--- config.mk ---
export PLATFORM = sky130hd
export DESIGN_NAME = led_flow_ctrl
export DESIGN_NICKNAME = d
export VERILOG_FILES = /design/src/rtl/led_pkg.sv /design/src/rtl/led_step_tick.sv /design/src/rtl/led_flow_ctrl.sv
export SDC_FILE = /design/constraint.sdc
export NUM_CORES = 1
export LEC_CHECK = 0
export ABC_AREA = 1
export CAP_MARGIN = 20
export CORE_ASPECT_RATIO = 1.1
export CORE_MARGIN = 5
export CORE_UTILIZATION = 50
export CTS_BUF_LIST = sky130_fd_sc_hd__clkbuf_2 sky130_fd_sc_hd__clkbuf_4 sky130_fd_sc_hd__clkbuf_8
export CTS_CLUSTER_DIAMETER = 40
export DETAILED_ROUTE_END_ITERATION = 8
export DONT_BUFFER_PORTS = 1
export GPL_TIMING_DRIVEN = 0
export MAX_ROUTING_LAYER = met4
export SLEW_MARGIN = 30
export SYNTH_ARGS = -nofsm -noshare
export SYNTH_HDL_FRONTEND = slang
export SYNTH_SLANG_ARGS = --single-unit
--- constraint.sdc ---
create_clock -name clk50MHz -period 2.86 [get_ports clk50MHz]
set_clock_uncertainty 0.2 [all_clocks]
set_input_delay 0.429 -clock clk50MHz [delete_from_list [all_inputs] [get_ports clk50MHz]]
set_output_delay 0.429 -clock clk50MHz [all_outputs]
set_load 0.03 [all_outputs]
--- src/rtl/led_pkg.sv ---
// Shared definitions for the LED flow controller: pattern mode encodings
// and a one-hot test used for pattern self-recovery.
package led_pkg;

  typedef enum logic [1:0] {
    MODE_ROL  = 2'b00,
    MODE_ROR  = 2'b01,
    MODE_PING = 2'b10,
    MODE_FILL = 2'b11
  } led_mode_e;

  function automatic logic is_onehot(input logic [31:0] v);
    return (v != 32'd0) && ((v & (v - 32'd1)) == 32'd0);
  endfunction

endpackage

--- src/rtl/led_step_tick.sv ---
// Step period counter: counts 0..P-1 with P = STEP_CYC >> speed and flags
// the cycle whose rising edge performs a pattern step.
module led_step_tick
  import led_pkg::*;
#(
  parameter int unsigned STEP_CYC = 50_000_000
) (
  input  logic       clk50MHz,
  input  logic       rst,
  input  logic       clr,
  input  logic       hold,
  input  logic [1:0] speed,
  output logic       tick
);

  localparam int unsigned CNT_W = $clog2(STEP_CYC);

  logic [CNT_W-1:0] r_cnt;
  logic [31:0]      w_per_m1;
  logic [31:0]      w_cnt_ext;
  logic             w_wrap;

  // >= compare lets a shortened period end immediately instead of wrapping
  always_comb begin
    w_per_m1  = (32'(STEP_CYC) >> speed) - 32'd1;
    w_cnt_ext = 32'(r_cnt);
    w_wrap    = (w_cnt_ext >= w_per_m1);
    tick      = w_wrap & ~clr & ~hold;
  end

  // Period counter; clear wins over hold
  always_ff @(posedge clk50MHz or posedge rst) begin
    if (rst) begin
      r_cnt <= '0;
    end else if (clr) begin
      r_cnt <= '0;
    end else if (hold) begin
      r_cnt <= r_cnt;
    end else if (w_wrap) begin
      r_cnt <= '0;
    end else begin
      r_cnt <= r_cnt + CNT_W'(1'b1);
    end
  end

endmodule

--- src/rtl/led_flow_ctrl.sv ---
// LED pattern generator: rotate, ping-pong and fill patterns advanced by a
// clock-enable step tick, with pause and mode-change reload.
module led_flow_ctrl
  import led_pkg::*;
#(
  parameter int unsigned LED_W    = 8,
  parameter int unsigned STEP_CYC = 50_000_000
) (
  input  logic             clk50MHz,
  input  logic             rst,
  input  logic [1:0]       mode,
  input  logic [1:0]       speed,
  input  logic             pause,
  output logic [LED_W-1:0] led,
  output logic             step
);

  localparam logic [LED_W-1:0] LED_ONE = {{(LED_W-1){1'b0}}, 1'b1};

  logic [LED_W-1:0] r_led;
  logic             r_dir_left;
  led_mode_e        r_mode;
  logic             r_run;
  logic             r_step;

  logic [LED_W-1:0] w_led_nxt;
  logic             w_dir_nxt;
  logic             w_onehot;
  logic             w_mode_chg;
  logic             w_tick;

  // The first edge after reset only adopts the current mode, so it is
  // neither a mode change nor a counted cycle.
  assign w_mode_chg = r_run && (led_mode_e'(mode) != r_mode);

  led_step_tick #(
    .STEP_CYC (STEP_CYC)
  ) u_tick (
    .clk50MHz (clk50MHz),
    .rst      (rst),
    .clr      (w_mode_chg),
    .hold     (pause | ~r_run),
    .speed    (speed),
    .tick     (w_tick)
  );

  // Next pattern value and direction for the coming step
  always_comb begin
    w_led_nxt = r_led;
    w_dir_nxt = r_dir_left;
    w_onehot  = is_onehot(32'(r_led));
    case (r_mode)
      MODE_ROL: begin
        if (w_onehot) begin
          w_led_nxt = {r_led[LED_W-2:0], r_led[LED_W-1]};
        end else begin
          w_led_nxt = LED_ONE;
        end
      end
      MODE_ROR: begin
        if (w_onehot) begin
          w_led_nxt = {r_led[0], r_led[LED_W-1:1]};
        end else begin
          w_led_nxt = LED_ONE;
        end
      end
      MODE_PING: begin
        if (!w_onehot) begin
          w_led_nxt = LED_ONE;
          w_dir_nxt = 1'b1;
        end else if (r_dir_left) begin
          if (r_led[LED_W-1]) begin
            w_led_nxt = r_led >> 1;
            w_dir_nxt = 1'b0;
          end else begin
            w_led_nxt = r_led << 1;
          end
        end else begin
          if (r_led[0]) begin
            w_led_nxt = r_led << 1;
            w_dir_nxt = 1'b1;
          end else begin
            w_led_nxt = r_led >> 1;
          end
        end
      end
      MODE_FILL: begin
        if (&r_led) begin
          w_led_nxt = LED_ONE;
        end else begin
          w_led_nxt = {r_led[LED_W-2:0], 1'b1};
        end
      end
      default: begin
        w_led_nxt = LED_ONE;
        w_dir_nxt = 1'b1;
      end
    endcase
  end

  // Pattern state; a mode change reloads even while paused
  always_ff @(posedge clk50MHz or posedge rst) begin
    if (rst) begin
      r_led      <= LED_ONE;
      r_dir_left <= 1'b1;
      r_mode     <= MODE_ROL;
      r_run      <= 1'b0;
      r_step     <= 1'b0;
    end else begin
      r_run  <= 1'b1;
      r_mode <= led_mode_e'(mode);
      if (w_mode_chg) begin
        r_led      <= LED_ONE;
        r_dir_left <= 1'b1;
        r_step     <= 1'b0;
      end else if (w_tick) begin
        r_led      <= w_led_nxt;
        r_dir_left <= w_dir_nxt;
        r_step     <= 1'b1;
      end else begin
        r_step     <= 1'b0;
      end
    end
  end

  assign led  = r_led;
  assign step = r_step;

endmodule

Word level (Yosys, flattened, before mapping) --
Cells that the tools add are included.
Word-level totals: logic and storage cells 54, output and inout port bits 9, bits in registers 39, bits of input ports 7
Cells by class: $add $sub $neg 3, shift-type cells 1, equal/unequal tests 5, reductions and logical operators 9, order comparisons 1, bitwise gates (word level) 7, mux-type cells 22
Operators by type and width (number):
- two-way mux 26 bit | 3
- two-way mux 8 bit | 9
- bitwise AND 8 x 32 -> 32 bit | 1
- >= comparator 26 x 32 -> 1 bit | 1
- logical NOT 32 bit | 1
- case mux 8 bit (4 select lines) | 1
- >> shifter 26 x 2 -> 32 bit (first input constant) | 1
- subtractor 32 x 1 -> 32 bit (second input constant) | 1
- adder 26 x 1 -> 26 bit (second input constant) | 1
- two-way mux 1 bit | 9
- subtractor 8 x 1 -> 9 bit (second input constant) | 1
- AND reduction 8 bit | 1
- nonzero test 8 bit | 1
- == test 2 bit (second input constant) | 2
- nonzero test 2 bit | 2
- inverter 1 bit | 3
- bitwise AND 1 bit | 2
- == test 2 x 1 -> 1 bit (second input constant) | 1
- logical AND 1 bit | 2
- logical NOT 2 bit | 1
- inequality test 2 x 1 -> 1 bit (second input constant) | 1
- inequality test 2 bit | 1
- AND reduction 2 bit | 1
- bitwise OR 1 bit | 1

Longest topological paths before layout --
depth after elaboration 8, depth in mapped cells 17, depth with buffers taken out 16

Modules after synthesis --
A second synthesis with hierarchy kept.
Second synthesis, totals: cell total of the unflattened synthesis 580, area total of the unflattened synthesis 3667.3 µm²
By module, submodules not included:
- led_step_tick | cells each 406, area an instance 2605.0 µm², seq. area each 650.6 µm², times used 1
- led_flow_ctrl | cells each 174, area an instance 1062.3 µm², seq. area each 327.8 µm², times used 1

Worst setup path after synthesis --
Ideal clock, no wire load.
path kind input-to-reg, start point in speed[1], end point reg u_tick.r_cnt[15], data required time 2540 ps, slack 221 ps, arrival 2319 ps, stages 17, library setup time 120 ps, path buffers 2, cell sequence buf_4 -> nor2_1 -> inv_1 -> ha_1 -> ha_1 -> nand2_1 -> nor2_1 -> nand2_1 -> nand3_1 -> nand3_1 -> nand2_1 -> nand2_1 -> nand2_4 -> nand2_4 -> nand2_8 -> buf_12 -> nor2_2
Between the ends: word-level cells in the longest chain between the ends 6
RTL lines:
- start, declared | RTL line led_flow_ctrl.sv:12 | input logic [1:0] speed,
- >> shifter 26 x 2 -> 32 bit | RTL line led_step_tick.sv:25 | w_per_m1 = (32'(STEP_CYC) >> speed) - 32'd1;
- subtractor 32 x 1 -> 32 bit | RTL line led_step_tick.sv:25
- >= comparator 26 x 32 -> 1 bit | RTL line led_step_tick.sv:27 | w_wrap = (w_cnt_ext >= w_per_m1);
- two-way mux 26 bit | RTL line led_step_tick.sv:39 | end else if (w_wrap) begin
- two-way mux 26 bit | RTL line led_step_tick.sv:37 | end else if (hold) begin
- two-way mux 26 bit | RTL line led_step_tick.sv:35 | end else if (clr) begin
- end signal, assigned | RTL line led_step_tick.sv:38 | r_cnt <= r_cnt;
- end signal, assigned | RTL line led_step_tick.sv:42 | r_cnt <= r_cnt + CNT_W'(1'b1);
- end, declared | RTL line led_step_tick.sv:18 | logic [CNT_W-1:0] r_cnt;
Every way passes these cells. The select of a mux whose other input is x is not followed. A chain may end at the register's enable or synchronous reset.

Worst setup path after layout --
start point in speed[1], end point reg r_led[1], in the netlist led[1]
Between the ends: word-level cells in the longest chain between the ends 6
RTL lines:
- >> shifter 26 x 2 -> 32 bit | RTL line led_step_tick.sv:25
- subtractor 32 x 1 -> 32 bit | RTL line led_step_tick.sv:25
- >= comparator 26 x 32 -> 1 bit | RTL line led_step_tick.sv:27
- bitwise AND 1 bit (2 in a row) | RTL line led_step_tick.sv:28 | tick = w_wrap & ~clr & ~hold;
- nonzero test 2 bit (no line)
- end signal, assigned | RTL line led_flow_ctrl.sv:117 | r_led <= w_led_nxt;
- end, declared | RTL line led_flow_ctrl.sv:20 | logic [LED_W-1:0] r_led;
Every way passes these cells.

==> summary.md <==
| Metric | Value |
|---|---|
| Relative slew slack | 0.533 |
| Dpl hpwl | 6220 µm |
| GRT Util Overall | 0.216 |
| Cts bufs inserted | 5 |
| Max Fclk | 372 MHz |
| RSZ-0062 raised after global routing | false |
| Fill count | 635 |
| Slack of the critical path | 0.168 ns |
| H-tree depth | 2 |
| GP Congestion | 0.962 |
| Register area share after synthesis | 0.306 |
| Die width | 86.3 µm |
| Setup violations, final | 0 |
| Clk network pwr share | 0.376 |
| R2R cell count | 10 |
| Hold Fails Final Rpt | 0 |
| TNS Setup | 0 ns |
| Period Utilization, post-route | 0.941 |
| Comb power frac | 0.128 |
| YS warnings | 0 |
| Post-Syn Area | 0.00320 mm² |
| NumNets Final | 504 |
| Int Pwr | just over 0.0008 W |
| Clk_lat worst skew | 0.30 ns |
| Final Cell Area | 0.00347 mm² |
| Final slew viol count | 0 |
| Antenna-violating nets left | 0 |
| DR iter-0 viols | 153 |
| Antenna diodes | 0 |
| Leakage | 1.77 nW |
| Global-route wire length before repair | 13,400 µm |
| Worst slew pin tran | 0.698 ns |
| Switching power | 0.000298 W |
| CTS tree | done |
| # port buffers | 0 |
| Register bit total from synthesis | 39 |
| Row cnt | 30 |
| Residual DRC count | 0 |
| Min cycle time layout | 2.69 ns |
| Longest Clk Path Bufs | 2 |
| Number of cells on the worst hold path | 5 |
| Antenna violations before repair | 0 |
| Mapped Cells | between 400 and 500 |
| IO Count | 16 |
| Critical Path AT | 2.68 ns |
| Seq pwr share | 0.496 |
| Tot Pwr | 0.00113 W |
| Drt total wl | 8020 µm |
| Core Box Area | 0.00619 mm² |
| Maxcap violations | 0 |
| DRT Pass-1 Iters | 4 |
| Placement Setup Slack | -0.246 ns |
| Area growth from synthesis to layout | 8.37% |
| Power Density | 326 mW/mm² |
| Via count | 2,921 |
| Die Height | between 90 and 100 µm |
| Clock Tree Root | clkbuf_8 |
| Clk pin slew, worst setup/hold paths | about 0.070 ns |
| Peak VDD IR | 0.223 mV |
| Sw Ratio | 0.264 |
| Hold Path Class | input port to flip-flop |
| Max FO, Critical Path | 10 |
| Sink Count | 39 |
| Pin count of the biggest net entering global routing | 24 |
| WS Path Type | input port to flip-flop |
| Vias/cell | 5.24 |
| Critical Path RT | 2.85 ns |
| Critical path startpoint category | input port |
| Total grt overflow | 0 |
| Status | complete, no violations |
| Avg Synthesized Cell Area | 6.90 µm² |
| Initial Util | 0.517 |
| Placement Cell Area | 0.00333 mm² |
| Die Area | 0.00810 mm² |
| Vias in the first global route | ~2,800 |
| Layout cell share with drive strength beyond 1 | 0.0985 |
| DR WL/cell | 14.4 µm |
| Endpoint class of the critical path | flip-flop |
| Library cells used by synthesis | 39 |
## cell usage in the layout, fill, tap and decap left out, types with 2 or more instances in the layout
cell	n
inv_2	4
o21bai_1	2
o21ai_0	15
nand2_4	3
conb_1	3
nor2_2	8
clkbuf_1	3
nor2_1	52
dfrtp_1	37
inv_1	56
a21oi_1	15
xor2_1	15
nor3_1	9
buf_4	2
dfstp_2	2
nor2_4	4
nand3b_1	2
nand2_1	131
o22ai_1	9
buf_2	4
xnor2_1	2
dlygate4sd3_1	3
a21o_1	2
ha_1	21
nand2_2	4
o211ai_1	2
nand3_1	29
nand4_1	17
clkbuf_8	7
## path summary, 6_finish.rpt
check / to / slack [ns] / from
hold reg to reg: u_tick.r_cnt[0] / 0.31 / u_tick.r_cnt[0]
setup / recovery: led[1] / 0.17 / speed[1]
hold / removal: u_tick.r_cnt[2] / 0.28 / pause
max in group asynchronous: led[0] / 1.53 / rst
min in group asynchronous: u_tick.r_cnt[3] / 0.38 / rst
setup reg to reg: led[1] / 0.36 / u_tick.r_cnt[25]
## per-layer routing
layer  up-vias  wire length, µm  GRT usage
li1       1516                -          -
met2        46             4080      0.374
met4         0              201     0.0844
met5         -                0          -
met3        18              223     0.0289
met1      1341             3510      0.254
## critical path: stages
cell,delay (ns)
buf_4,0.15
nor2_2,0.21
inv_1,0.12
ha_1,0.31
nand2_1,0.05
inv_1,0.12
nand4_1,0.10
nor4_1,0.31
nand2_1,0.24
nand3_1,0.20
nand2_1,0.25
nand2_1,0.13
nand2_1,0.06
## stage by stage
step / std cells / utilization / hold slack [ns]
5_1_grt: 557 / 0.560 / 0.307
6_report: 557 / 0.560 / 0.285
3_5_place_dp: 546 / 0.538 / 0.146
4_1_cts: 557 / 0.560 / 0.276
2_1_floorplan: 465 / - / 0.260
3_3_place_gp: 545 / 0.534 / 0.261
## power by group through the flow
stage | combinational (W) | sequential [W] | clock, W
after global routing | 0.000163 | 0.000561 | 0.000463
after CTS | 0.000148 | 0.000560 | 0.000445
after floorplan | 0.000103 | 0.000570 | 0
after detailed placement | 0.000144 | 0.000571 | 0
final | 0.000145 | 0.000560 | 0.000424
after global placement | 0.000137 | 0.000571 | 0
## synth_stat cells, drive strengths merged
master       number  area share
o21ai            15       0.023
ha               21       0.082
nand3            30       0.048
xnor2             2      0.0055
inv              60       0.070
o2111ai           1      0.0027
o21bai            2      0.0047
nand3b            2      0.0047
o211ai            2      0.0047
dfstp             2       0.016
a22oi             1      0.0023
nand2           139        0.18
nor3              9       0.014
dfrtp            37        0.29
conb              2      0.0023
dlygate4sd1       1      0.0027
o22ai             9       0.018
buf               8       0.021
or2               1      0.0020
nand4            17       0.033
a21oi            16       0.029
nor2             64       0.090
clkbuf            4      0.0051
xor2             15       0.041
mux2i             1      0.0031
a21o              2      0.0047
nor4              1      0.0020
## flip-flops by register name (all words and copies together) (netlist names)
register and count:
led 8, u_tick.r_cnt 26, r_mode 2, r_dir_left 1
step 1, r_run 1
## repair_timing
action	CTS	global route
hold buffers	3	0
setup buffers	0	0
endpoints found under the setup margin	0	19
hold endpoints to repair	17	0
gates resized for setup	0	1
## logic make-up after synthesis
group	after synthesis	synth area share
and+or+nand+nor	263	0.373
buffers and inverters	73	0.0989
AOI/OAI and AO/OA	48	0.0887
DFF	39	0.306
adders and majority gates	21	0.0821
xor gates and xnor gates	17	0.0465
other	2	0.00235
muxes	1	0.00313
## cell type report
cell class	count	area (µm²)	share of cell area
plain buffers	13	91.3	0.0263
well taps	80	100	0.0289
flip-flops and latches	39	978	0.282
inverters	60	225	0.0649
multi-input cells	353	1910	0.551
repair buffers	4	57.6	0.0166
clock buffers	8	104	0.0299
Power figures use the tool's default switching activity.
